===== src/rtl/symbol_pkg.sv =====
// Shared types and sizing for the symbol packer and for downstream word consumers.
package symbol_pkg;

  localparam int SYM_WIDTH     = 2;
  localparam int SYMS_PER_WORD = 4;
  localparam int WORD_WIDTH    = SYM_WIDTH * SYMS_PER_WORD;
  localparam int LEN_WIDTH     = $clog2(SYMS_PER_WORD) + 1;
  localparam int CNT_WIDTH     = $clog2(SYMS_PER_WORD);

  typedef struct packed {
    logic [WORD_WIDTH-1:0] data;
    logic [LEN_WIDTH-1:0]  len;
    logic                  last;
  } word_t;

endpackage


===== src/rtl/packer_out_slot.sv =====
// Single-entry valid/ready holding register for packed words.
module packer_out_slot
  import symbol_pkg::*;
(
  input  logic  CLK,
  input  logic  ASYNCRESETN,
  input  logic  i_load,
  input  word_t i_word,
  input  logic  i_ready,
  output word_t o_word,
  output logic  o_valid,
  output logic  o_free
);

  word_t r_word;
  logic  r_valid;

  // The parent only loads when o_free is high, so a load always wins over a take.
  always_ff @(posedge CLK or negedge ASYNCRESETN) begin
    if (!ASYNCRESETN) begin
      r_word  <= '0;
      r_valid <= 1'b0;
    end else if (i_load) begin
      r_word  <= i_word;
      r_valid <= 1'b1;
    end else if (i_ready) begin
      r_valid <= 1'b0;
    end
  end

  assign o_word  = r_word;
  assign o_valid = r_valid;
  assign o_free  = !r_valid || i_ready;

endmodule


===== src/rtl/symbol_packer.sv =====
// Packs 2-bit symbols, least-significant first, into 8-bit words with length and last marker.
module symbol_packer
  import symbol_pkg::*;
(
  input  logic                  CLK,
  input  logic                  ASYNCRESETN,
  input  logic [SYM_WIDTH-1:0]  sym_I,
  input  logic                  sym_valid,
  input  logic                  sym_last,
  output logic                  sym_ready,
  output logic [WORD_WIDTH-1:0] word_O,
  output logic [LEN_WIDTH-1:0]  word_len_O,
  output logic                  word_last_O,
  output logic                  word_valid,
  input  logic                  word_ready
);

  logic [WORD_WIDTH-1:0] r_acc;
  logic [CNT_WIDTH-1:0]  r_cnt;

  logic                  w_outFree;
  logic                  w_lastSlot;
  logic                  w_complete;
  logic                  w_accept;
  logic                  w_load;
  logic [WORD_WIDTH-1:0] w_merged;
  word_t                 w_newWord;
  word_t                 w_slotWord;

  assign w_lastSlot = (r_cnt == CNT_WIDTH'(SYMS_PER_WORD - 1));
  assign w_complete = w_lastSlot || sym_last;

  // Only the word-completing symbol needs the output slot, so only it is stalled.
  assign sym_ready  = ASYNCRESETN && (w_outFree || (!w_lastSlot && !sym_last));
  assign w_accept   = sym_valid && sym_ready;
  assign w_load     = w_accept && w_complete;

  always_comb begin
    w_merged = r_acc;
    for (int i = 0; i < SYMS_PER_WORD; i++) begin
      if (r_cnt == CNT_WIDTH'(i)) begin
        w_merged[i*SYM_WIDTH +: SYM_WIDTH] = sym_I;
      end
    end
    w_newWord.data = w_merged;
    w_newWord.len  = LEN_WIDTH'(r_cnt) + LEN_WIDTH'(1);
    w_newWord.last = sym_last;
  end

  // Slices above cnt stay zero because the accumulator clears on every completion.
  always_ff @(posedge CLK or negedge ASYNCRESETN) begin
    if (!ASYNCRESETN) begin
      r_acc <= '0;
      r_cnt <= '0;
    end else if (w_accept) begin
      if (w_complete) begin
        r_acc <= '0;
        r_cnt <= '0;
      end else begin
        r_acc <= w_merged;
        r_cnt <= r_cnt + CNT_WIDTH'(1);
      end
    end
  end

  packer_out_slot u_slot (
    .CLK         (CLK),
    .ASYNCRESETN (ASYNCRESETN),
    .i_load      (w_load),
    .i_word      (w_newWord),
    .i_ready     (word_ready),
    .o_word      (w_slotWord),
    .o_valid     (word_valid),
    .o_free      (w_outFree)
  );

  assign word_O      = w_slotWord.data;
  assign word_len_O  = w_slotWord.len;
  assign word_last_O = w_slotWord.last;

endmodule

===== config.mk =====
export PLATFORM = sky130hd
export DESIGN_NAME = symbol_packer
export DESIGN_NICKNAME = d
export VERILOG_FILES = /design/src/rtl/symbol_pkg.sv /design/src/rtl/packer_out_slot.sv /design/src/rtl/symbol_packer.sv
export SDC_FILE = /design/constraint.sdc
export NUM_CORES = 1
export LEC_CHECK = 0
export CAP_MARGIN = 20
export CORE_MARGIN = 10
export CORE_UTILIZATION = 30
export CTS_BUF_LIST = sky130_fd_sc_hd__clkbuf_8
export CTS_CLUSTER_SIZE = 30
export DETAILED_ROUTE_END_ITERATION = 8
export SKIP_LAST_GASP = 1
export SLEW_MARGIN = 40
export SYNTH_ARGS = -nofsm -noshare
export SYNTH_HDL_FRONTEND = slang
export SYNTH_SLANG_ARGS = --single-unit

===== constraint.sdc =====
create_clock -name CLK -period 1.8 [get_ports CLK]
set_input_delay 0.27 -clock CLK [delete_from_list [all_inputs] [get_ports CLK]]
set_output_delay 0.27 -clock CLK [all_outputs]
set_load 0.01 [all_outputs]

==> reports/metrics.yaml, run 1 <==
status:
  status: "complete, no violations"
worst_setup_path:
  crit_chain: "ha_1 > or2_4 > a21boi_1 > buf_2"
  cp-end-kind: "output pin"
  max_stage_delay_ps: 380
  worst_path_max_delay_cell: "dfrtp_1"
  worstSetupPathType: "flip-flop to output pin"
  critPathLaunchType: "flip-flop"
  cp.required_ps: 1530
  critPathArrivalTime_ps: 1390
  critPathMaxFanout: 2
  crit_buf_inv: 1
  crit_family: "flip-flops"
layout:
  final_nets: 149
  stdcell_count: 185
  antenna_cells: 0
  drive_gt1_frac: 0.219
  finish.utilization: 0.407
  areaGrowthSynthToFinish_pct: 28.2
logic_synthesis:
  syn_inst: 107
  ys_seq_area_frac: 0.481
  synth_common_cells: "23 x dfrtp_1, 8 x a21oi_1, 8 x a31oi_1, 8 x inv_1, 8 x mux2i_1"
  synth_seq_cells: 23
  ys_async_sr_fraction: 1.00
  syn_avg_cell_area_um2: 11.2
  synth.distinct_cells: 30
  syn_nets: 118
  synthFlopType: "dfrtp_1"
  post-synth-top-count-cell: "dfrtp_1"
  netlist_area_um2: 1200
  yosysWarnings: 0
  synth_top_area_frac: 0.481
  synth_edf_count: 0
  synthTopCellsByArea: "dfrtp_1 48%, mux2i_1 6.7%, a31oi_1 4.2%"
  yosysTopAreaCell: "dfrtp_1"
timing:
  post-route-min-period_ps: 1660
  fmax_mhz: 601
  slew_violations: 0
  fin_crit_sh: 0.924
  skew_ps: 1.62
  fin_ws_ps: 137
  whs_ps: 317
  rsz0062_at_grt: "no"
  setup_violations: 0
  relSlewSlack: 0.724
  tightestPinTransition_ps: 413
  hold_viol_final: 0
pwr:
  power_density_nw_per_um2: 1080
  p_leak_nw: 0.644
  fin_total_pwr_w: 0.00165
  ir_drop_mv: 0.316
  combPwrFrac: 0.380
  switching_share: 0.318
  switchingPower_w: 0.000525
  clock_power_share: 0.195
  p_seq_frac: 0.425
  internal_power_w: 0.00113
grt:
  antenna_found_initial: 0
  grt_overflow: 0
  grt.total_usage: 0.0857
  grt_pass1_wl_mm: 5.02
  grt_pass1_vias: 1002
  grt_max_degree: 17
die:
  core_area_um2: 3770
  std_cell_rows: 22
  start_util: 0.317
  ios: 21
  die-area_um2: 6910
  die_w_um: 83.1
  die_h_um: 83.1
placement:
  place_ws_ps: -132
  dp_hpwl_mm: 2.19
  place_inst: 181
  port_buffers: 20
  gp_congestion: 0.795
routing:
  drt-total-wl_mm: 2.87
  via_per_inst: 5.14
  drt_iter0_drc: 66
  ant_nets: 0
  num_vias: 950
  drt-pass1-iter-count: 4
  drc: 0
  wl_per_cell_um: 15.5
job:
  maxCapViolCount: 0
clock_tree:
  h-tree-depth: 1
  cts_tree: "done"
  numCtsBuffers: 3
  clk_pin_slew_ps: 80
  clock_path_buffers: 2
  clock_latency_ps: 270
  post_cts_buffers: 0
  root_buffer: "clkbuf_8"
  cts.sinks: 23
hold_path:
  hold_path.class: "input port to asynchronous set/reset pin"
-- metrics by stage --
step                instance area, um2  setup TNS, ps
finish                            1530              0
global route                      1530              0
CTS                               1540              0
detailed placement                1490           -132
global placement                  1490          -65.8
floorplan                         1200              0
-- power groups by stage --
stage	registers, W	clock network (W)	logic, W
6_report	0.000701	0.000323	0.000627
5_1_grt	0.000723	0.000348	0.000689
4_1_cts	0.000704	0.000329	0.000638
3_5_place_dp	0.000714	0	0.000633
3_3_place_gp	0.000709	0	0.000626
2_1_floorplan	0.000749	0	0.000289
-- cell families (layout without fill, tap and decap cells) --
group                    count (synthesis)  count (layout)  share of synthesized area
multiplexers                            10              10                     0.0921
AO/OA/AOI/OAI                           32              32                      0.180
flip-flops                              23              23                      0.481
AND/OR/NAND/NOR                         23              23                      0.129
buffers and inverters                   15              45                     0.0764
adder cells (fa/ha/maj)                  4               4                     0.0418
-- routing by layer --
metal | vias to the layer above | global-route usage | part of all wire
li1 | 452 | - | -
met1 | 471 | 0.0990 | 0.45
met2 | 20 | 0.142 | 0.49
met3 | 7 | 0.0127 | 0.027
met4 | 0 | 0.0569 | 0.030
met5 | - | 0 | 0
-- worst paths after layout --
check / from / to / slack (ps) / cells past startpoint
worst max-delay path: r_cnt[0] / sym_ready / 140 / 4
worst min-delay path: ASYNCRESETN / r_acc[3] / 320 / 2
worst max register to register: r_cnt[0] / r_acc[2] / 270 / 5
worst min register to register: r_acc[6] / r_acc[6] / 510 / 1
max in group asynchronous: ASYNCRESETN / r_acc[0] / 1070 / 3
min in group CLK: r_acc[6] / r_acc[6] / 510 / 1
-- repair_timing --
action,4_1_cts,5_1_grt
hold buffers,0,0
endpoints found under the setup margin,1,1
gates resized for setup,3,1
-- worst register-to-register path: cells and delay by family (launching register included) --
family          cells  cell delay, ps
flops               1             380
compound gates      2             350
simple gates        1             260
fa+ha+maj           1             220
buf+inv             1             190
-- area by class of cell --
| cell class | count | area (um2) |
|---|---|---|
| flip-flops and latches | 23 | 576 |
| repair buffers | 33 | 293 |
| inverters | 8 | 30.0 |
| clock inverters | 1 | 5.00 |
| fillers | 358 | 2240 |
| well taps | 48 | 60.1 |
| multi-input cells | 69 | 529 |
| clock buffers | 3 | 41.3 |
-- sequential cells by signal, indices dropped and copies added, names as in the netlist --
register,count
u_slot.o_valid,1
r_acc,8
u_slot.o_word,12
r_cnt,2
-- placed cells by master, fill, tap and decap left out, types with 3 or more instances in the layout --
| cell | n |
|---|---|
| dfrtp_1 | 23 |
| clkdlybuf4s50_1 | 19 |
| buf_4 | 13 |
| inv_1 | 8 |
| mux2i_1 | 8 |
| a31oi_1 | 8 |
| a21oi_1 | 8 |
| o21ai_0 | 7 |
| nand4_1 | 6 |
| nand3_1 | 4 |
| ha_1 | 4 |
| nor3_1 | 3 |
| a211oi_2 | 3 |
| clkbuf_8 | 3 |
(Power assumes the default switching activity.)
==> run 2: changes to the inputs <==
--- a/config.mk
+++ b/config.mk
@@ -7,12 +7,14 @@
 export LEC_CHECK = 0
 export CAP_MARGIN = 20
 export CORE_MARGIN = 10
-export CORE_UTILIZATION = 30
+export CORE_UTILIZATION = 45
 export CTS_BUF_LIST = sky130_fd_sc_hd__clkbuf_8
 export CTS_CLUSTER_SIZE = 30
 export DETAILED_ROUTE_END_ITERATION = 8
+export PLACE_DENSITY = 0.76
 export SKIP_LAST_GASP = 1
 export SLEW_MARGIN = 40
 export SYNTH_ARGS = -nofsm -noshare
 export SYNTH_HDL_FRONTEND = slang
 export SYNTH_SLANG_ARGS = --single-unit
+export TNS_END_PERCENT = 30
==> run 2 against run 1 <==
Sequential power rose by 0.7%. Combinational power about the same. Critical endpoint unchanged. Register-to-register slack is essentially flat. Final cell count is 9.2% lower. Clock power rose by 5%. Worst hold slack improved by 9.7 ps. Critical path type unchanged. Critical path depth unchanged. Largest cell class unchanged. Wire length increased by 2.4%. Global-route usage increased by 3.1 points.
==> reports/metrics.yaml, run 2 (synthesized netlist as in run 1, its figures left out) <==
placement:
  port_buffers: 20  # unchanged
  gp_congestion: 0.821  # was 0.795
  place_area_um2: 1480  # was 1490 um2
  place_inst: 164  # was 181
  place_ws_ps: -83.5  # was -132 ps
  dp_hpwl_mm: 2.05  # was 2.19 mm
clock_tree:
  clock_path_buffers: 2  # unchanged
  h-tree-depth: 1  # unchanged
  numCtsBuffers: 3  # unchanged
  post_cts_buffers: 0  # unchanged
  cts_tree: "done"  # unchanged
  clk_pin_slew_ps: 90  # was 80 ps
  clock_latency_ps: 280  # was 270 ps
  cts.sinks: 23  # unchanged
  root_buffer: "clkbuf_8"  # unchanged
job:
  maxCapViolCount: 0  # unchanged
layout:
  layout_common_cells: "23 x dfrtp_1, 19 x clkdlybuf4s50_1, 14 x buf_4"  # was 23 x dfrtp_1, 19 x clkdlybuf4s50_1, 13 x buf_4
  largest_register_ffs: 12  # unchanged
  final_nets: 150  # was 149
  areaGrowthSynthToFinish_pct: 27.0  # was 28.2%
  stdcell_count: 168  # was 185
  final_cell_area_um2: 1520  # was 1530 um2
  final_common_cell: "dfrtp_1"  # unchanged
  drive_gt1_frac: 0.225  # was 0.219
  antenna_cells: 0  # unchanged
die:
  die_h_um: 71.6  # was 83.1 um
  std_cell_rows: 18  # was 22
  die-area_um2: 5120  # was 6910 um2
  core_area_um2: 2500  # was 3770 um2
  start_util: 0.478  # was 0.317
  die_w_um: 71.6  # was 83.1 um
  ios: 21  # unchanged
routing:
  drt-pass1-iter-count: 4  # unchanged
  via_per_inst: 5.77  # was 5.14
  num_vias: 969  # was 950
  ant_nets: 0  # unchanged
  wl_per_cell_um: 17.5  # was 15.5 um
  drt-total-wl_mm: 2.94  # was 2.87 mm
  drt_iter0_drc: 71  # was 66
  drc: 0  # unchanged
grt:
  grt_pass1_vias: 1026  # was 1002
  grt_max_degree: 14  # was 17
  grt.total_usage: 0.117  # was 0.0857
  grt_overflow: 0  # unchanged
  antenna_found_initial: 0  # unchanged
  grt_pass1_wl_mm: 4.85  # was 5.02 mm
timing:
  fin_crit_sh: 0.929  # was 0.924
  fmax_mhz: 598  # was 601 MHz
  setup-tns-final_ps: 0  # unchanged
  whs_ps: 327  # was 317 ps
  hold_viol_final: 0  # unchanged
  post-route-min-period_ps: 1670  # was 1660 ps
  setup_violations: 0  # unchanged
  skew_ps: 8.25  # was 1.62 ps
  tightestPinTransition_ps: 291  # was 413 ps
  relSlewSlack: 0.806  # was 0.724
  slew_violations: 0  # unchanged
  rsz0062_at_grt: "no"  # unchanged
  fin_ws_ps: 128  # was 137 ps
worst_setup_path:
  cp.required_ps: 1530  # about the same
  cp-startpoint: "r_cnt[0]"  # unchanged
  cp-end-kind: "output pin"  # unchanged
  regToRegEndpoint: "r_acc[0]"  # was r_acc[2]
  r2r_start: "r_cnt[0]"  # unchanged
  worst_path_max_delay_cell: "dfrtp_1"  # unchanged
  crit_family: "flip-flops"  # unchanged
  max_stage_delay_ps: 390  # was 380 ps
  critPathLaunchType: "flip-flop"  # unchanged
  r2r_slack_ps: 260  # was 270 ps
  worstSetupPathType: "flip-flop to output pin"  # unchanged
  cp_num_cells: 4  # unchanged
  endpoint: "sym_ready"  # unchanged
  crit_buf_inv: 1  # unchanged
  crit_chain: "ha_1 > or2_4 > a21boi_1 > clkbuf_2"  # was ha_1 > or2_4 > a21boi_1 > buf_2
  critPathMaxFanout: 2  # unchanged
  r2r_cells: 5  # unchanged
  critPathArrivalTime_ps: 1400  # was 1390 ps
pwr:
  ir_drop_mv: 0.953  # was 0.316 mV
  p_leak_nw: 0.649  # was 0.644 nW
  power_density_nw_per_um2: 1100  # was 1080 nW/um2
status:
  status: "complete, no violations"  # unchanged
hold_path:
  hold_path.class: "input port to asynchronous set/reset pin"  # unchanged
[run 2: changes by cell type in the layout (fill, tap and decap cells not counted), sizes merged]
| cell | previous run | this run |
|---|---|---|
| clkbuf | 3 | 4 |
[run 2: cell type report]
class                      instances  area (um2)
fill                             214         981
tap                               30        37.5
clock inverter                     1        5.00
multi-input combinational         69         529
timing repair buffer              34         300
clock buffer                       3        41.3
inverter                           8        30.0
sequential                        23         576
[run 2: where the power goes]
group | total [W] | switching, W | internal, W | leakage, nW
registers | 0.000706 | 0.0000694 | 0.000637 | 0.286
logic | 0.000630 | 0.000293 | 0.000337 | 0.337
clock network | 0.000339 | 0.000183 | 0.000155 | 0.0255
total | 0.00168 | 0.000545 | 0.00113 | 0.649
[run 2: how the worst min path moves through the flow]
stage                           start          endpoint  slack (ps)  cells past startpoint
after detailed placement     r_acc[6]          r_acc[6]         490                      1
after global routing      ASYNCRESETN  u_slot.o_word[0]         370                      2
after global placement       r_acc[6]          r_acc[6]         480                      1
after floorplan           ASYNCRESETN          r_acc[0]         -30                      0
after CTS                 ASYNCRESETN  u_slot.o_word[3]         350                      2
final                     ASYNCRESETN  u_slot.o_word[0]         330                      2
[run 2: routing by layer]
| layer | vias up | track usage | share of wire |
|---|---|---|---|
| met1 | 473 | 0.135 | 0.43 |
| met3 | 9 | 0.0523 | 0.093 |
| met4 | 0 | 0.0581 | 0.020 |
| li1 | 449 | - | - |
| met5 | - | 0 | 0 |
| met2 | 38 | 0.178 | 0.46 |
[run 2: what timing repair did]
action / in CTS / in global routing
setup endpoints to repair: 1 / 1
resized for setup: 2 / 1
hold buffers: 0 / 0
[run 2: through the flow]
stage               power, W   util
floorplan            0.00104      -
global placement     0.00133  0.591
detailed placement   0.00135  0.591
CTS                  0.00168  0.610
global route         0.00176  0.608
finish               0.00168  0.608
==> run 3: changes to the inputs <==
--- a/config.mk
+++ b/config.mk
@@ -11,6 +11,7 @@
 export CTS_BUF_LIST = sky130_fd_sc_hd__clkbuf_8
 export CTS_CLUSTER_SIZE = 30
 export DETAILED_ROUTE_END_ITERATION = 8
+export HOLD_SLACK_MARGIN = 0.02
 export PLACE_DENSITY = 0.76
 export SKIP_LAST_GASP = 1
 export SLEW_MARGIN = 40
==> results of run 3 <==
The final DEF is identical to that of run 2; final timing and power are the same.
